File: src/rtl/csr_timer_bank_pkg.sv
// rtl/csr_timer_bank_pkg.sv - shared register offsets and TCFG layout for csr_timer_bank
package csr_timer_bank_pkg;

    localparam logic [13:0] OFF_TCFG    = 14'd0;
    localparam logic [13:0] OFF_TVAL    = 14'd1;
    localparam logic [13:0] OFF_TICLR   = 14'd2;
    localparam int          REGS_PER_CH = 3;

    typedef struct packed {
        logic [29:0] init_val;
        logic        periodic;
        logic        en;
    } tcfg_t;

endpackage

File: src/rtl/csr_timer_bank_timer_channel.sv
// rtl/csr_timer_bank_timer_channel.sv - one down-counting timer channel with sticky interrupt
module timer_channel
    import csr_timer_bank_pkg::*;
#(
    parameter int CNT_W = 32
) (
    input  logic             clk,
    input  logic             reset,
    input  logic             tick,
    input  logic             cfg_we,
    input  logic             clr_we,
    input  logic [31:0]      wr_data,
    output logic [31:0]      tcfg,
    output logic [CNT_W-1:0] tval,
    output logic             irq
);

    logic [CNT_W-1:0] cfg_q, cfg_d;
    logic [CNT_W-1:0] tval_q, tval_d;
    logic             irq_q, irq_d;
    logic             expire;
    tcfg_t            cur_cfg;
    tcfg_t            wr_cfg;

    always_comb begin
        cur_cfg = tcfg_t'(32'(cfg_q));
        wr_cfg  = tcfg_t'(wr_data);
        cfg_d   = cfg_q;
        tval_d  = tval_q;
        irq_d   = irq_q;
        expire  = 1'b0;

        if (tick && cur_cfg.en) begin
            if (tval_q != '0) begin
                tval_d = tval_q - CNT_W'(1);
            end else begin
                expire = 1'b1;
                if (cur_cfg.periodic) begin
                    tval_d = CNT_W'({cur_cfg.init_val, 2'b00});
                end else begin
                    cfg_d[0] = 1'b0;
                end
            end
        end

        // A config write wins over the tick for TVAL/En; a coincident expiry still raises irq.
        if (cfg_we) begin
            cfg_d  = CNT_W'(wr_cfg);
            tval_d = wr_cfg.en ? CNT_W'({wr_cfg.init_val, 2'b00}) : tval_q;
        end

        if (clr_we && wr_data[0]) begin
            irq_d = 1'b0;
        end
        if (expire) begin
            irq_d = 1'b1;
        end
    end

    always_ff @(posedge clk) begin
        if (reset) begin
            cfg_q  <= '0;
            tval_q <= '0;
            irq_q  <= 1'b0;
        end else begin
            cfg_q  <= cfg_d;
            tval_q <= tval_d;
            irq_q  <= irq_d;
        end
    end

    assign tcfg = 32'(cfg_q);
    assign tval = tval_q;
    assign irq  = irq_q;

endmodule

File: src/rtl/csr_timer_bank.sv
// rtl/csr_timer_bank.sv - CSR-mapped bank of prescaled down-counting timers plus a stable counter
module csr_timer_bank
    import csr_timer_bank_pkg::*;
#(
    parameter int          NUM_TIMERS = 2,
    parameter int          CNT_W      = 32,
    parameter int          PRESCALE   = 1,
    parameter logic [13:0] BASE_ADDR  = 14'h41
) (
    input  logic                  clk,
    input  logic                  reset,
    input  logic [13:0]           addr,
    input  logic                  we,
    input  logic [31:0]           mask,
    input  logic [31:0]           wdata,
    output logic [31:0]           rdata,
    input  logic                  halt,
    output logic [NUM_TIMERS-1:0] timer_irq,
    output logic [63:0]           stable_cnt
);

    localparam int PW = (PRESCALE > 1) ? $clog2(PRESCALE) : 1;

    logic [PW-1:0]         presc_q, presc_d;
    logic [63:0]           stable_cnt_q, stable_cnt_d;
    logic                  tick;
    logic [31:0]           merged;
    logic [NUM_TIMERS-1:0] sel_cfg, sel_val, sel_clr;
    logic [31:0]           ch_tcfg [NUM_TIMERS];
    logic [CNT_W-1:0]      ch_tval [NUM_TIMERS];

    always_comb begin
        tick    = !halt && (presc_q == PW'(PRESCALE - 1));
        presc_d = presc_q;
        if (!halt) begin
            presc_d = tick ? '0 : presc_q + PW'(1);
        end
        stable_cnt_d = stable_cnt_q + 64'd1;
    end

    always_ff @(posedge clk) begin
        if (reset) begin
            presc_q      <= '0;
            stable_cnt_q <= '0;
        end else begin
            presc_q      <= presc_d;
            stable_cnt_q <= stable_cnt_d;
        end
    end

    assign stable_cnt = stable_cnt_q;

    for (genvar gi = 0; gi < NUM_TIMERS; gi++) begin : g_ch
        localparam logic [13:0] CH_BASE = BASE_ADDR + 14'(REGS_PER_CH * gi);

        assign sel_cfg[gi] = (addr == CH_BASE + OFF_TCFG);
        assign sel_val[gi] = (addr == CH_BASE + OFF_TVAL);
        assign sel_clr[gi] = (addr == CH_BASE + OFF_TICLR);

        timer_channel #(
            .CNT_W (CNT_W)
        ) u_chan (
            .clk     (clk),
            .reset   (reset),
            .tick    (tick),
            .cfg_we  (we && sel_cfg[gi]),
            .clr_we  (we && sel_clr[gi]),
            .wr_data (merged),
            .tcfg    (ch_tcfg[gi]),
            .tval    (ch_tval[gi]),
            .irq     (timer_irq[gi])
        );
    end

    // TICLR and unmapped addresses fall through to zero.
    always_comb begin
        rdata = '0;
        for (int i = 0; i < NUM_TIMERS; i++) begin
            if (sel_cfg[i]) rdata = ch_tcfg[i];
            if (sel_val[i]) rdata = 32'(ch_tval[i]);
        end
    end

    assign merged = (rdata & ~mask) | (wdata & mask);

endmodule

File: config.mk
export PLATFORM = sky130hd
export DESIGN_NAME = csr_timer_bank
export DESIGN_NICKNAME = d
export VERILOG_FILES = /design/src/rtl/csr_timer_bank_pkg.sv /design/src/rtl/csr_timer_bank_timer_channel.sv /design/src/rtl/csr_timer_bank.sv
export SDC_FILE = /design/constraint.sdc
export NUM_CORES = 1
export LEC_CHECK = 0
export BUFFER_PORTS_ARGS = -buffer_cell sky130_fd_sc_hd__buf_4
export CAP_MARGIN = 5
export CORE_AREA = 10 10 147 217
export DETAILED_ROUTE_END_ITERATION = 10
export DIE_AREA = 0 0 157 227
export SLEW_MARGIN = 40
export SYNTH_ARGS = -nofsm -noshare
export SYNTH_HDL_FRONTEND = slang
export SYNTH_SLANG_ARGS = --single-unit
File: constraint.sdc
create_clock -name clk -period 4.6 [get_ports clk]
set_input_delay 0.46 -clock clk [delete_from_list [all_inputs] [get_ports clk]]
set_output_delay 0.46 -clock clk [all_outputs]
set_load 0.02 [all_outputs]
# Yosys cells after proc, flatten, opt, wreduce, memory -nomap -nowiden
# Cells that the tools add are included.
# word_totals
reg_bits	195
latchBits	0
ram_bits	0
rom_bits	0
in_bits	82
out_inout_bits	98
elab_cells	83
mem_count	0
# classes
addsub	4
multipliers	0
div	0
n_lt_le_gt_ge	0
n_eq_ne	12
n_shift	0
n_mux	30
bitwise_logic	5
reduce_logical	22
# op_table
op	count
$mux 32	13
$eq 14x7->1 const B	6
$add 64x1->64 const B	1
$and 32x32->32	2
$reduce_bool 32->1	2
$sub 32x1->32 const B	2
$not 32->32	1
$or 32x32->32	1
$mux 1	17
$reduce_and 3->1	4
$logic_and 1x1->1	9
$ne 2x1->1 const B	4
$reduce_bool 2->1	4
$reduce_bool 3->1	2
$ne 2x2->1 const B	2
$add 1x1->1 const B	1
$logic_not 1->1	1
$not 1->1	1

# Logic depth before layout (Yosys ltp)
# depth
depth_word	10
depth_mapped	11
mapped_depth_nobuf	9

# Modules after synthesis
# A second synthesis with hierarchy kept.
# unflattened
cells_unflattened	1419
hier_area_um2	11432.2
# by_module_without_submodules
mod	instances	cells_each	area_each_um2	seq_area_each_um2
timer_channel	2	447	3567.2	1301.2
csr_timer_bank	1	525	4297.9	1301.2

# Least setup slack after synthesis
# OpenSTA, ideal clock, no wires.
# synth_path
path_type	input -> register
startpoint	input port addr[12]
endpoint	register g_ch[0].u_chan.tval_q[23]
setup_ns	0.088
arrival_ns	2.779
required_time_ns	4.512
path_slack_ns	1.733
cell_stages	8
path_buffers	2
cell_sequence	or4_1 nor4_2 nor3b_2 a31o_1 buf_4 clkbuf_1 nor2_1 a311oi_2
# synth_via
elab_chain_cells	9
word_cells_on_any_way	17
cone_classes	5 x eq/ne; 6 x mux; 2 x bitwise; 4 x reduce/logical
# synth_rtl
item	line_no	text
start: declaration	csr_timer_bank.sv:12	input logic [13:0] addr,
$eq 14x7->1	csr_timer_bank.sv:56	assign sel_cfg[gi] = (addr == CH_BASE + OFF_TCFG);
$mux 32	csr_timer_bank.sv:79	if (sel_cfg[i]) rdata = ch_tcfg[i];
$mux 32	csr_timer_bank.sv:80	if (sel_val[i]) rdata = 32'(ch_tval[i]);
$mux 32	csr_timer_bank.sv:79	
$mux 32	csr_timer_bank.sv:80	
$and 32x32->32	csr_timer_bank.sv:84	assign merged = (rdata & ~mask) | (wdata & mask);
$or 32x32->32	csr_timer_bank.sv:84	
$ne 2x2->1 (no line) / $mux 32 (equally long branches)	-	
$reduce_and 3->1 (no line) / $mux 32 (equally long branches)	-	
end signal: assignment	csr_timer_bank_timer_channel.sv:67	tval_q <= tval_d;
end: declaration	csr_timer_bank_timer_channel.sv:19	logic [CNT_W-1:0] tval_q, tval_d;
# Parallel ways exist; a longest one is shown, timed or not. The select of a mux whose other input is x is not followed.
# A chain may end at the register's enable or synchronous reset.

# Worst setup path in the final report
# layout_path
startpoint	input port addr[12]
endpoint	output port rdata[1]
# layout_via
elab_chain_cells	5
word_cells_on_any_way	8
cone_classes	4 x eq/ne; 4 x mux
# layout_rtl
item	line_no	text
$eq 14x7->1	csr_timer_bank.sv:56	
$mux 32	csr_timer_bank.sv:79	
$mux 32	csr_timer_bank.sv:80	
$mux 32	csr_timer_bank.sv:79	
$mux 32 *	csr_timer_bank.sv:80	
end: declaration	csr_timer_bank.sv:16	output logic [31:0] rdata,
# Mark *: on every way between the ends. The rest lies on a longest branch, timed or not.

==> impl_metrics.toml <==
[timing]
drv_slew = 0
min_period_ns = 3.58
skew_ns = 0.0123
setup_viol = 0
worstMarginPinSlew_ns = 0.838
hold_violations = 0
setup_tns_ns = 0
fin_crit_sh_pct = 77.9
slew_headroom_pct = 44.1
rsz0062_at_grt = "false"
max_freq_mhz = 279

[finish]
nNetsFinal = 1586
drive_above_1_share_pct = 19.3
final_common_cell = "buf_4"
diodes = 0
syn2layout_area_growth_pct = 19.6
final_cell_mix = "buf_4, dfxtp_1, nand2_1, nor2_1, a21oi_1"
final_cell_count_no_fill = 1858
fill_cells = 2756

[die]
fp.dieArea_um2 = 35600
fp-row-count = 75
core_area_um2 = 27900
die_w_um = 157
ios = 180
die_h_um = 227
initial_core_util_pct = 39.5

[clock_tree]
h-tree-depth = 4
clk_latency_ns = 0.46
cts_made_buffers = 17
cts_root_buf = "clkbuf_16"
cts_resized = 0
post_cts_buffers = 0
cts_buffer_depth = 2
path_clk_slew_ns = 0.07
cts_tree = "yes"
clkSinkCount = 195
postCtsHoldBufs = 0

[yosys]
ys_ff_latch = 195
synthCells = 1384
synthFlopType = "dfxtp_1"
syn_nets = 1471
postSynthAreaPerCell_um2 = 7.95
synth_cell_types = 67
ys_async_sr_fraction_pct = 0
yosys.area.top_type = "dfxtp_1"
synthTopCellsByArea = "dfxtp_1, nand2_1, nor2_1, a21oi_1, a311oi_1"
synth_top_cell_area_share_pct = 35.5
synthesis.area_um2 = 11000
synth_edf_count = 0
ys_warn_count = 0
ys_seq_area_share_pct = 35.5

[worst_hold_path]
min_path_type = "primary input to register"

[drt]
vias_per_cell = 5.83
vias = 10800
drt-total-wl_um = 36700
drcViolationCount = 0
firstDrtPassIters = 6
ant_nets = 0
dr.first_iter.drc_count = 628
avgRoutedWirePerCell_um = 19.7

[place]
placed_cells = 1826
dp_hpwl_um = 26400
gp_congestion = 0.869
io_buffers = 179

[worst_setup_path]
critical_path_buf_inv_count = 2
required_ns = 4.14
crit_chain = "buf_4 > or4_1 > nor4_2 > and3_1 > a221o_1 > buf_4"
worstPathArrival_ns = 3.12
path_delay_family = "simple AND/OR/NAND/NOR gates"
critPathMaxStageDelay_ns = 0.72
critPathMostFrequentCell = "buf_4"
reg2reg_setup_slack_ns = 1.26
critPathKind = "primary input to output port"
critical-path-slowest-cell = "nor4_2"
start_kind = "primary input"
crit_fanout = 11
cp-end-kind = "output port"

[global_route]
grt.overflow.total = 0
grt_pass1_vias = 10500
antenna_found_initial = 0
grt_pass1_wl_um = 57900
grt_max_degree = 123
grt_use_total_pct = 20.2

[power_and_ir_drop]
power_density_nw_per_um2 = 272
irDropWorstVdd_v = 0.000275
cellLeakagePower_nw = 4.67

[outcome]
status = "completed"

[run]
cap_violations = 0
## cells by family (layout without fill, tap and decap cells)
kind of cell | after synthesis | in the layout | share of synthesized area (%)
adders and majority gates | 5 | 5 | 0.569
and+or+nand+nor | 579 | 579 | 25.2
muxes | 54 | 54 | 5.20
xor gates and xnor gates | 93 | 93 | 7.41
DFF | 195 | 195 | 35.5
buffers and inverters | 125 | 253 | 5.30
AOI/OAI and AO/OA | 333 | 333 | 20.8
## final timing paths
check	cells past startpoint	startpoint	end
setup reg to reg	7	g_ch[0].u_chan.tval[24]	g_ch[0].u_chan.tval[4]
hold reg to reg	2	g_ch[1].u_chan.tcfg[12]	g_ch[1].u_chan.tcfg[12]
hold / removal	2	halt	presc_q
setup / recovery	6	addr[12]	rdata[1]
## cell type report
cell class / count / area (um2) / area share [%]
clock buffer: 18 / 439 / 3.34
clock inverter: 14 / 223 / 1.69
inverter: 18 / 67.6 / 0.514
multi-input combinational: 1064 / 6550 / 49.8
sequential: 195 / 3900 / 29.7
tap: 346 / 433 / 3.29
timing repair buffer: 203 / 1540 / 11.7
## state kept, by name, indices dropped and copies added, names as in the netlist
signal / flops
g_ch.u_chan.tcfg: 64
presc_q: 1
stable_cnt: 64
g_ch.u_chan.tval: 64
g_ch.u_chan.irq: 2
## power by group
part	total, mW	switching [mW]	internal, mW
Sequential	1.69	0.00231	1.69
Clock	1.71	0.723	0.988
Combinational	0.174	0.0970	0.0770
## stage by stage
step | worst slack (ns) | hold slack [ns] | utilization (%) | instance area [um2] | power (mW)
floorplan | 1.73 | 0.444 | - | 11000 | 1.81
global placement | 1.06 | 0.454 | 44.8 | 12500 | 1.90
detailed placement | 1.06 | 0.459 | 44.8 | 12500 | 1.90
CTS | 1.13 | 0.248 | 47.2 | 13100 | 3.61
global route | 1.08 | 0.269 | 47.2 | 13200 | 3.68
finish | 1.02 | 0.257 | 47.2 | 13200 | 3.58
## routing by layer
layer	wire length (um)	global-route usage (%)
met1	14800	23.9
met4	1140	8.15
met2	18100	34.8
met5	0	0
met3	2610	4.31
## synth_stat cells, types with 27 or more instances
| master | n |
|---|---|
| o211ai_1 | 56 |
| or3_1 | 27 |
| o21ai_0 | 31 |
| a21oi_1 | 91 |
| dfxtp_1 | 195 |
| xor2_1 | 44 |
| a22oi_1 | 39 |
| nor3_1 | 27 |
| a311oi_1 | 50 |
| nand2_1 | 194 |
| clkbuf_1 | 75 |
| nor2_1 | 172 |
| nand3_1 | 36 |
| mux2i_1 | 29 |
| xnor2_1 | 49 |
(Power assumes the default switching activity.)
